$ cat config.mk
export PLATFORM = sky130hd
export DESIGN_NAME = wb_queue
export DESIGN_NICKNAME = d
export VERILOG_FILES = /design/src/rtl/wb_queue.sv
export SDC_FILE = /design/constraint.sdc
export NUM_CORES = 1
export LEC_CHECK = 0
export ABC_AREA = 0
export CAP_MARGIN = 20
export CORE_MARGIN = 2
export CORE_UTILIZATION = 32
export CTS_CLUSTER_DIAMETER = 100
export CTS_CLUSTER_SIZE = 25
export DETAILED_ROUTE_END_ITERATION = 7
export SLEW_MARGIN = 20
export SYNTH_ARGS = -nofsm -noshare
export SYNTH_HDL_FRONTEND = slang
export SYNTH_SLANG_ARGS = --single-unit
$ cat constraint.sdc
create_clock -name clk_i -period 7.35 [get_ports clk_i]
set_clock_uncertainty 0.15 [all_clocks]
set_input_delay 1.47 -clock clk_i [delete_from_list [all_inputs] [get_ports clk_i]]
set_output_delay 1.47 -clock clk_i [all_outputs]
set_load 0.05 [all_outputs]
$ cat src/rtl/wb_queue.sv
// rtl/wb_queue.sv - writeback queue feeding the single register file write port
// Buffers ALU/LSU results in a FIFO, extends load data, drains one entry per cycle.
module wb_queue #(
  parameter int XLEN  = 32,
  parameter int DEPTH = 4
) (
  input  logic            clk_i,
  input  logic            rst_ni,
  input  logic            alu_valid_i,
  output logic            alu_ready_o,
  input  logic [4:0]      alu_rd_i,
  input  logic [XLEN-1:0] alu_data_i,
  input  logic            lsu_valid_i,
  output logic            lsu_ready_o,
  input  logic [4:0]      lsu_rd_i,
  input  logic [XLEN-1:0] lsu_data_i,
  input  logic [2:0]      lsu_funct3_i,
  input  logic [1:0]      lsu_addr_lo_i,
  input  logic            wb_hold_i,
  output logic            wen_o,
  output logic [4:0]      rd_o,
  output logic [XLEN-1:0] result_o,
  output logic [31:0]     busy_mask_o,
  output logic            empty_o
);
  localparam int AW = $clog2(DEPTH);

  logic [AW:0]      count_q, count_d;
  logic [AW-1:0]    rptr_q, rptr_d, wptr_q, wptr_d;
  logic             wen_q, wen_d;
  logic [4:0]       rd_q, rd_d;
  logic [XLEN-1:0]  result_q, result_d;
  logic [4:0]       rd_mem_q   [DEPTH];
  logic [XLEN-1:0]  data_mem_q [DEPTH];

  logic             full, push_hs, push_en, pop;
  logic [4:0]       push_rd;
  logic [XLEN-1:0]  push_data, load_data, byte_lane, half_lane;
  logic [AW-1:0]    offs;
  logic [31:0]      busy;

  // A pop in the same cycle never frees a slot: full comes straight from the register.
  assign full        = (count_q == (AW+1)'(DEPTH));
  assign lsu_ready_o = !full;
  assign alu_ready_o = !full && !lsu_valid_i;
  assign push_hs     = (lsu_valid_i && lsu_ready_o) || (alu_valid_i && alu_ready_o);
  assign push_rd     = lsu_valid_i ? lsu_rd_i : alu_rd_i;
  assign push_data   = lsu_valid_i ? load_data : alu_data_i;
  assign push_en     = push_hs && (push_rd != 5'd0);
  assign pop         = (count_q != '0) && !wb_hold_i;

  always_comb begin
    byte_lane = lsu_data_i >> {lsu_addr_lo_i, 3'b000};
    half_lane = lsu_data_i >> {lsu_addr_lo_i[1], 4'b0000};
    case (lsu_funct3_i)
      3'b000:  load_data = {{(XLEN-8){byte_lane[7]}}, byte_lane[7:0]};
      3'b001:  load_data = {{(XLEN-16){half_lane[15]}}, half_lane[15:0]};
      3'b100:  load_data = {{(XLEN-8){1'b0}}, byte_lane[7:0]};
      3'b101:  load_data = {{(XLEN-16){1'b0}}, half_lane[15:0]};
      default: load_data = lsu_data_i;
    endcase
  end

  always_comb begin
    count_d  = count_q;
    rptr_d   = rptr_q;
    wptr_d   = wptr_q;
    wen_d    = pop;
    rd_d     = rd_q;
    result_d = result_q;
    if (push_en) begin
      wptr_d = wptr_q + 1'b1;
    end
    if (pop) begin
      rptr_d   = rptr_q + 1'b1;
      rd_d     = rd_mem_q[rptr_q];
      result_d = data_mem_q[rptr_q];
    end
    case ({push_en, pop})
      2'b10:   count_d = count_q + 1'b1;
      2'b01:   count_d = count_q - 1'b1;
      default: count_d = count_q;
    endcase
  end

  // An entry is live when its distance from the read pointer is below count.
  always_comb begin
    busy = '0;
    offs = '0;
    for (int i = 0; i < DEPTH; i++) begin
      offs = AW'(i) - rptr_q;
      if ({1'b0, offs} < count_q) begin
        busy[rd_mem_q[i]] = 1'b1;
      end
    end
    if (wen_q) begin
      busy[rd_q] = 1'b1;
    end
    busy[0] = 1'b0;
  end

  always_ff @(posedge clk_i or negedge rst_ni) begin
    if (!rst_ni) begin
      count_q  <= '0;
      rptr_q   <= '0;
      wptr_q   <= '0;
      wen_q    <= 1'b0;
      rd_q     <= '0;
      result_q <= '0;
    end else begin
      count_q  <= count_d;
      rptr_q   <= rptr_d;
      wptr_q   <= wptr_d;
      wen_q    <= wen_d;
      rd_q     <= rd_d;
      result_q <= result_d;
    end
  end

  always_ff @(posedge clk_i) begin
    if (push_en) begin
      rd_mem_q[wptr_q]   <= push_rd;
      data_mem_q[wptr_q] <= push_data;
    end
  end

  assign wen_o       = wen_q;
  assign rd_o        = rd_q;
  assign result_o    = result_q;
  assign busy_mask_o = busy;
  assign empty_o     = (count_q == '0) && !wen_q;

endmodule
==> results.py, run 1 <==
metrics = {
    "outcome": {
        "status": "finished, final reports clean",
    },
    "pwr": {
        "ir_worst_vdd_mv": 0.235,
        "p_total_w": 0.00533,
        "p_per_area_nw_per_um2": 427,
        "power_leakage_nw": 4.20,
    },
    "critical_path": {
        "worstPathRequired_ns": 5.73,
        "critPathBufInv": 2,
        "slowest_stage": "a2111oi_0",
        "end_kind": "output port",
        "cp-start-kind": "register",
        "path_class": "register to output port",
        "crit_arrival_ns": 3.84,
        "crit_chain": "xnor2_1 > inv_1 > ha_1 > nor2b_1 > a2111oi_0 > a22oi_1 > o211ai_1 > clkdlybuf4s50_1",
        "cp_top_family": "compound AO/OA/AOI/OAI gates",
        "slowest_delay_ns": 0.88,
        "path_max_fanout": 11,
    },
    "sta": {
        "fin_ws_ns": 1.89,
        "rsz0062_at_grt": "no",
        "max_slew_margin_pct": 26.1,
        "setup_violations": 0,
        "period_needed_ns": 5.46,
        "drv_slew": 0,
        "hold_viol": 0,
        "max_freq_ghz": 0.183,
        "fin_tns_setup_ns": 0,
        "post-route-period-util_pct": 74.2,
        "worst_pin_slew_ns": 1.11,
    },
    "grt": {
        "grt_overflow_total": 0,
        "grt_pass1_wl_um": 43700,
        "grt_pass1_vias": 7179,
        "antenna_found_initial": 0,
        "grt_max_degree": 67,
        "track_usage_pct": 17.6,
    },
    "synth": {
        "synthArstFlopShare_pct": 23.3,
        "synth_edf_count": 148,
        "synth-seq-cells": 193,
        "synth_flop_cell": "edfxtp_1",
        "syn_nets": 821,
        "yosys_warnings": 0,
        "seq_area_frac_synth_pct": 55.7,
        "syn_area_per_cell_um2": 13.8,
        "synth_cell_types": 60,
        "netlist_area_um2": 10000,
        "synth_cells": 727,
    },
    "clock_tree": {
        "cts_resized": 0,
        "postCtsSetupRepairBufs": 0,
        "clock-sinks": 193,
        "cts_root_buffer": "clkbuf_16",
        "cts.clk_slew.worst_paths_ns": 0.06,
        "cts_tree": "yes",
        "hold_buffers": 0,
        "h-tree-depth": 4,
        "cts_inserted_buffers": 17,
        "clock_path_buffers": 2,
        "clk_latency_ns": 0.43,
    },
    "job": {
        "maxCapViolCount": 0,
    },
    "floorplan": {
        "die_h_um": 181,
        "num_rows": 64,
        "die_x_um": 181,
        "boundaryPins": 157,
        "initial_core_util_pct": 32.6,
        "dieArea_um2": 32700,
        "core_um2": 30700,
    },
    "drt": {
        "drc": 0,
        "postRouteAntennaNets": 0,
        "first_iter_violations": 532,
        "num_vias": 7029,
        "wire_per_inst_um": 22.5,
        "avgViaCountPerCell": 5.53,
        "first_pass_iters": 5,
        "finalWirelength_um": 28600,
    },
    "finish": {
        "layout_commonest_cell": "clkdlybuf4s50_1",
        "final_cell_mix": "153 x clkdlybuf4s50_1, 148 x edfxtp_1, 50 x mux2_2, 43 x dfrtp_1, 41 x a22oi_1",
        "fillCellCount": 2835,
        "n_antenna_cell": 0,
        "drive_above_1_share_pct": 18.3,
        "area_growth_pct": 24.8,
        "fin_nets": 956,
    },
    "placement": {
        "pre_cts_ws_ns": 2.30,
        "place_congestion": 0.856,
        "dpl.hpwl_um": 20300,
        "port_buffers": 155,
    },
    "hold_path": {
        "hold_class": "register to register",
    },
}
## cells by family (layout without fill, tap and decap cells)
logic type	after synthesis	after routing	synth area share (%)
fa+ha+maj	10	10	1.33
mux	97	97	15.1
xor+xnor	7	7	0.613
compound gates	156	156	12.8
buf+inv	67	215	3.00
other cells	1	1	0.0375
flops	193	193	55.6
simple gates	196	196	11.5
## where the power goes
| group | leakage (nW) | internal (W) | switching, W |
|---|---|---|---|
| Clock | 0.295 | 0.000524 | 0.000412 |
| Combinational | 2.01 | 0.000955 | 0.00159 |
| Sequential | 1.90 | 0.00160 | 0.000257 |
## stage by stage
step,instances,instance area [um^2],hold WS (ns),utilization (%)
2_1_floorplan,727,10000,0.362,-
3_3_place_gp,1239,11900,0.343,38.8
3_5_place_dp,1239,11900,0.346,38.8
4_1_cts,1271,12500,0.361,40.7
5_1_grt,1271,12500,0.367,40.7
6_report,1271,12500,0.358,40.7
## path summary, 6_finish.rpt
path,slack (ns),from,cells past startpoint,endpoint
setup / recovery,1.89,rptr_q[0],8,busy_mask_o[29]
max in group asynchronous,5.51,rst_ni,2,rptr_q[0]
hold reg to reg,0.36,result_o[22],1,result_o[22]
hold / removal,0.36,result_o[22],1,result_o[22]
setup reg to reg,4.35,count_q[0],4,data_mem_q[3][0]
min in group asynchronous,1.02,rst_ni,2,result_o[15]
## state kept, by name, indices dropped and copies added, names as in the netlist
register    cells
data_mem_q    128
result_o       32
rd_mem_q       20
rd_o            5
count_q         3
rptr_q          2
wptr_q          2
wen_o           1
## cells in the mapped netlist, types with 4 or more instances
cell type / instances / area [um^2]
ha_1: 9 / 113
clkbuf_1: 23 / 86.3
mux2i_1: 8 / 80.1
nor2b_2: 4 / 35.0
nand2_1: 30 / 113
o2111ai_1: 4 / 35.0
a211o_1: 5 / 43.8
or3b_2: 4 / 35.0
nor2b_1: 34 / 213
edfxtp_1: 148 / 4440
nor2_1: 32 / 120
nand3b_1: 5 / 37.5
nand3_1: 16 / 80.1
a311o_1: 15 / 150
o22ai_1: 19 / 119
mux2_2: 50 / 563
o211ai_1: 15 / 113
nand2b_1: 20 / 125
a21oi_1: 19 / 95.1
a2111oi_2: 5 / 75.1
o31ai_1: 7 / 52.6
mux4_2: 38 / 856
xnor2_1: 4 / 35.0
a2111oi_0: 5 / 43.8
nor4_1: 4 / 25.0
buf_2: 15 / 75.1
and2_1: 8 / 50.1
nor3_1: 12 / 60.1
inv_1: 22 / 82.6
nor3b_1: 12 / 90.1
dfrtp_1: 45 / 1130
a22oi_1: 41 / 308
o2bb2ai_1: 4 / 35.0
## routing by layer
metal | routed length, um | share of wire [%] | up-vias | global-route usage (%)
met5 | 0 | 0 | - | 0
met4 | 722 | 2.5 | 0 | 5.94
met3 | 1520 | 5.3 | 42 | 2.92
met2 | 14500 | 51 | 279 | 30.0
met1 | 11900 | 42 | 3555 | 22.6
li1 | - | - | 3153 | -
## final cells by class
type,count,area (um^2),area share [%]
clock buffers,19,443,3.54
clock inverters,13,163,1.30
inverters,22,82.6,0.661
multi-input cells,467,4150,33.2
flip-flops and latches,193,5570,44.6
well taps,396,495,3.97
repair buffers,161,1590,12.7
Power figures use the tool's default switching activity.
==> inputs of run 2 (changes only) <==
Clock period 7.35 ns to 4.75 ns, I/O delays scaled along.
==> run 2 against run 1 <==
  * Clock power grew 51%
  * Worst setup slack lost 1.3 ns
  * Highest routed layer is now met5
  * Routed wire length increased by 1.0%
  * Global-route usage barely moved
  * Final cell count is 0.79% higher
  * Critical path depth stayed put
  * Power grew 55%
  * Sequential share of layout area is essentially flat
==> results.py, run 2 (synthesis results as in run 1) <==
metrics = {
    "outcome": {
        "status": "finished, final reports clean",
    },
    "drt": {
        "num_vias": 7079,
        "drc": 0,
        "avgViaCountPerCell": 5.53,
        "wire_per_inst_um": 22.6,
        "postRouteAntennaNets": 0,
        "first_pass_iters": 6,
        "finalWirelength_um": 28900,
        "first_iter_violations": 661,
    },
    "pwr": {
        "power_leakage_nw": 4.31,
        "p_per_area_nw_per_um2": 660,
        "ir_worst_vdd_mv": 0.361,
        "p_total_w": 0.00826,
    },
    "finish": {
        "largest_reg_flops": 128,
        "n_antenna_cell": 0,
        "top_register": "data_mem_q",
        "fillCellCount": 2899,
        "fin_util_pct": 40.8,
        "drive_above_1_share_pct": 22.8,
        "fin_nets": 966,
        "final_cell_mix": "148 x edfxtp_1, 122 x clkdlybuf4s50_1, 50 x mux2_2, 46 x buf_4, 43 x dfrtp_1",
        "area_growth_pct": 25.0,
        "layout_commonest_cell": "edfxtp_1",
    },
    "critical_path": {
        "end_kind": "output port",
        "worstSetupStartpoint": "rptr_q[1]",
        "endpoint": "busy_mask_o[29]",
        "r2r-start": "count_q[2]",
        "r2r_cells": 4,
        "crit_arrival_ns": 3.08,
        "r2r_end": "data_mem_q[3][11]",
        "worstPathRequired_ns": 3.65,
        "r2r_setup_slack_ns": 1.84,
        "path_class": "register to output port",
        "path_max_fanout": 8,
        "cp-start-kind": "register",
    },
    "placement": {
        "place_congestion": 0.898,
        "dpl.hpwl_um": 20800,
        "port_buffers": 155,
    },
    "clock_tree": {
        "hold_buffers": 0,
        "clk_latency_ns": 0.42,
        "cts_tree": "yes",
        "cts.clk_slew.worst_paths_ns": 0.07,
        "cts_inserted_buffers": 17,
        "clock_path_buffers": 2,
        "h-tree-depth": 4,
        "postCtsSetupRepairBufs": 0,
        "cts_root_buffer": "clkbuf_16",
        "clock-sinks": 193,
        "cts_resized": 0,
    },
    "sta": {
        "worst_pin_slew_ns": 1.07,
        "post-route-period-util_pct": 87.9,
        "drv_slew": 0,
        "hold_viol": 0,
        "max_slew_margin_pct": 27.9,
        "fin_tns_setup_ns": 0,
        "period_needed_ns": 4.18,
        "max_freq_ghz": 0.239,
        "fin_hold_ws_ns": 0.360,
        "rsz0062_at_grt": "no",
        "setup_violations": 0,
    },
    "floorplan": {
        "initial_core_util_pct": 32.6,
        "die_x_um": 181,
        "core_um2": 30700,
        "dieArea_um2": 32700,
        "num_rows": 64,
        "boundaryPins": 157,
        "die_h_um": 181,
    },
    "grt": {
        "grt_overflow_total": 0,
        "grt_pass1_vias": 7076,
        "antenna_found_initial": 1,
        "grt_pass1_wl_um": 43500,
        "track_usage_pct": 17.5,
        "grt_max_degree": 59,
    },
    "job": {
        "maxCapViolCount": 0,
    },
    "hold_path": {
        "hold_class": "register to register",
    },
}
-- run 2: power by group --
group / total, W / internal, W / switching (W)
Sequential: 0.00283 / 0.00246 / 0.000370
Combinational: 0.00401 / 0.00149 / 0.00252
Clock: 0.00141 / 0.000717 / 0.000698
Total: 0.00826 / 0.00467 / 0.00359
-- run 2: metrics by stage --
stage               area [um^2]  setup slack (ns)  std cells
global placement          11900              1.05       1249
CTS                       12500             0.567       1281
finish                    12500             0.573       1281
detailed placement        11900              1.06       1249
floorplan                 10000             0.879        727
global route              12500             0.382       1281
-- run 2: routing by layer --
metal / wire length, um / part of all wire, % / global-route usage [%]
met1: 12700 / 44 / 23.7
met5: 13 / 0.045 / 0
met4: 490 / 1.7 / 5.32
met3: 1580 / 5.5 / 2.82
met2: 14100 / 49 / 29.0
-- run 2: area by class of cell --
cell class / count / area [um^2] / area share [%]
clock buffer: 17 / 425 / 3.40
clock inverter: 15 / 185 / 1.48
inverter: 22 / 82.6 / 0.660
multi-input combinational: 467 / 4150 / 33.2
sequential: 193 / 5570 / 44.5
tap: 396 / 495 / 3.96
timing repair buffer: 171 / 1600 / 12.8
-- run 2: critical path, cell delays in order (launching register included) --
cell       delay [ns]
dfrtp_2          0.46
xnor2_1          0.21
inv_1            0.07
ha_1             0.30
nor2b_1          0.24
a2111oi_0        0.72
a22oi_1          0.19
o211ai_1         0.19
buf_4            0.26
-- run 2: how the worst min path moves through the flow --
| stage | start | endpoint | slack [ns] | cells after the start |
|---|---|---|---|---|
| 2_1_floorplan | wptr_q[1] | wptr_q[1] | 0.36 | 1 |
| 3_3_place_gp | result_o[18] | result_o[18] | 0.34 | 1 |
| 3_5_place_dp | result_o[5] | result_o[5] | 0.35 | 1 |
| 4_1_cts | result_o[5] | result_o[5] | 0.36 | 1 |
| 5_1_grt | result_o[7] | result_o[7] | 0.38 | 1 |
| 6_report | result_o[22] | result_o[22] | 0.36 | 1 |
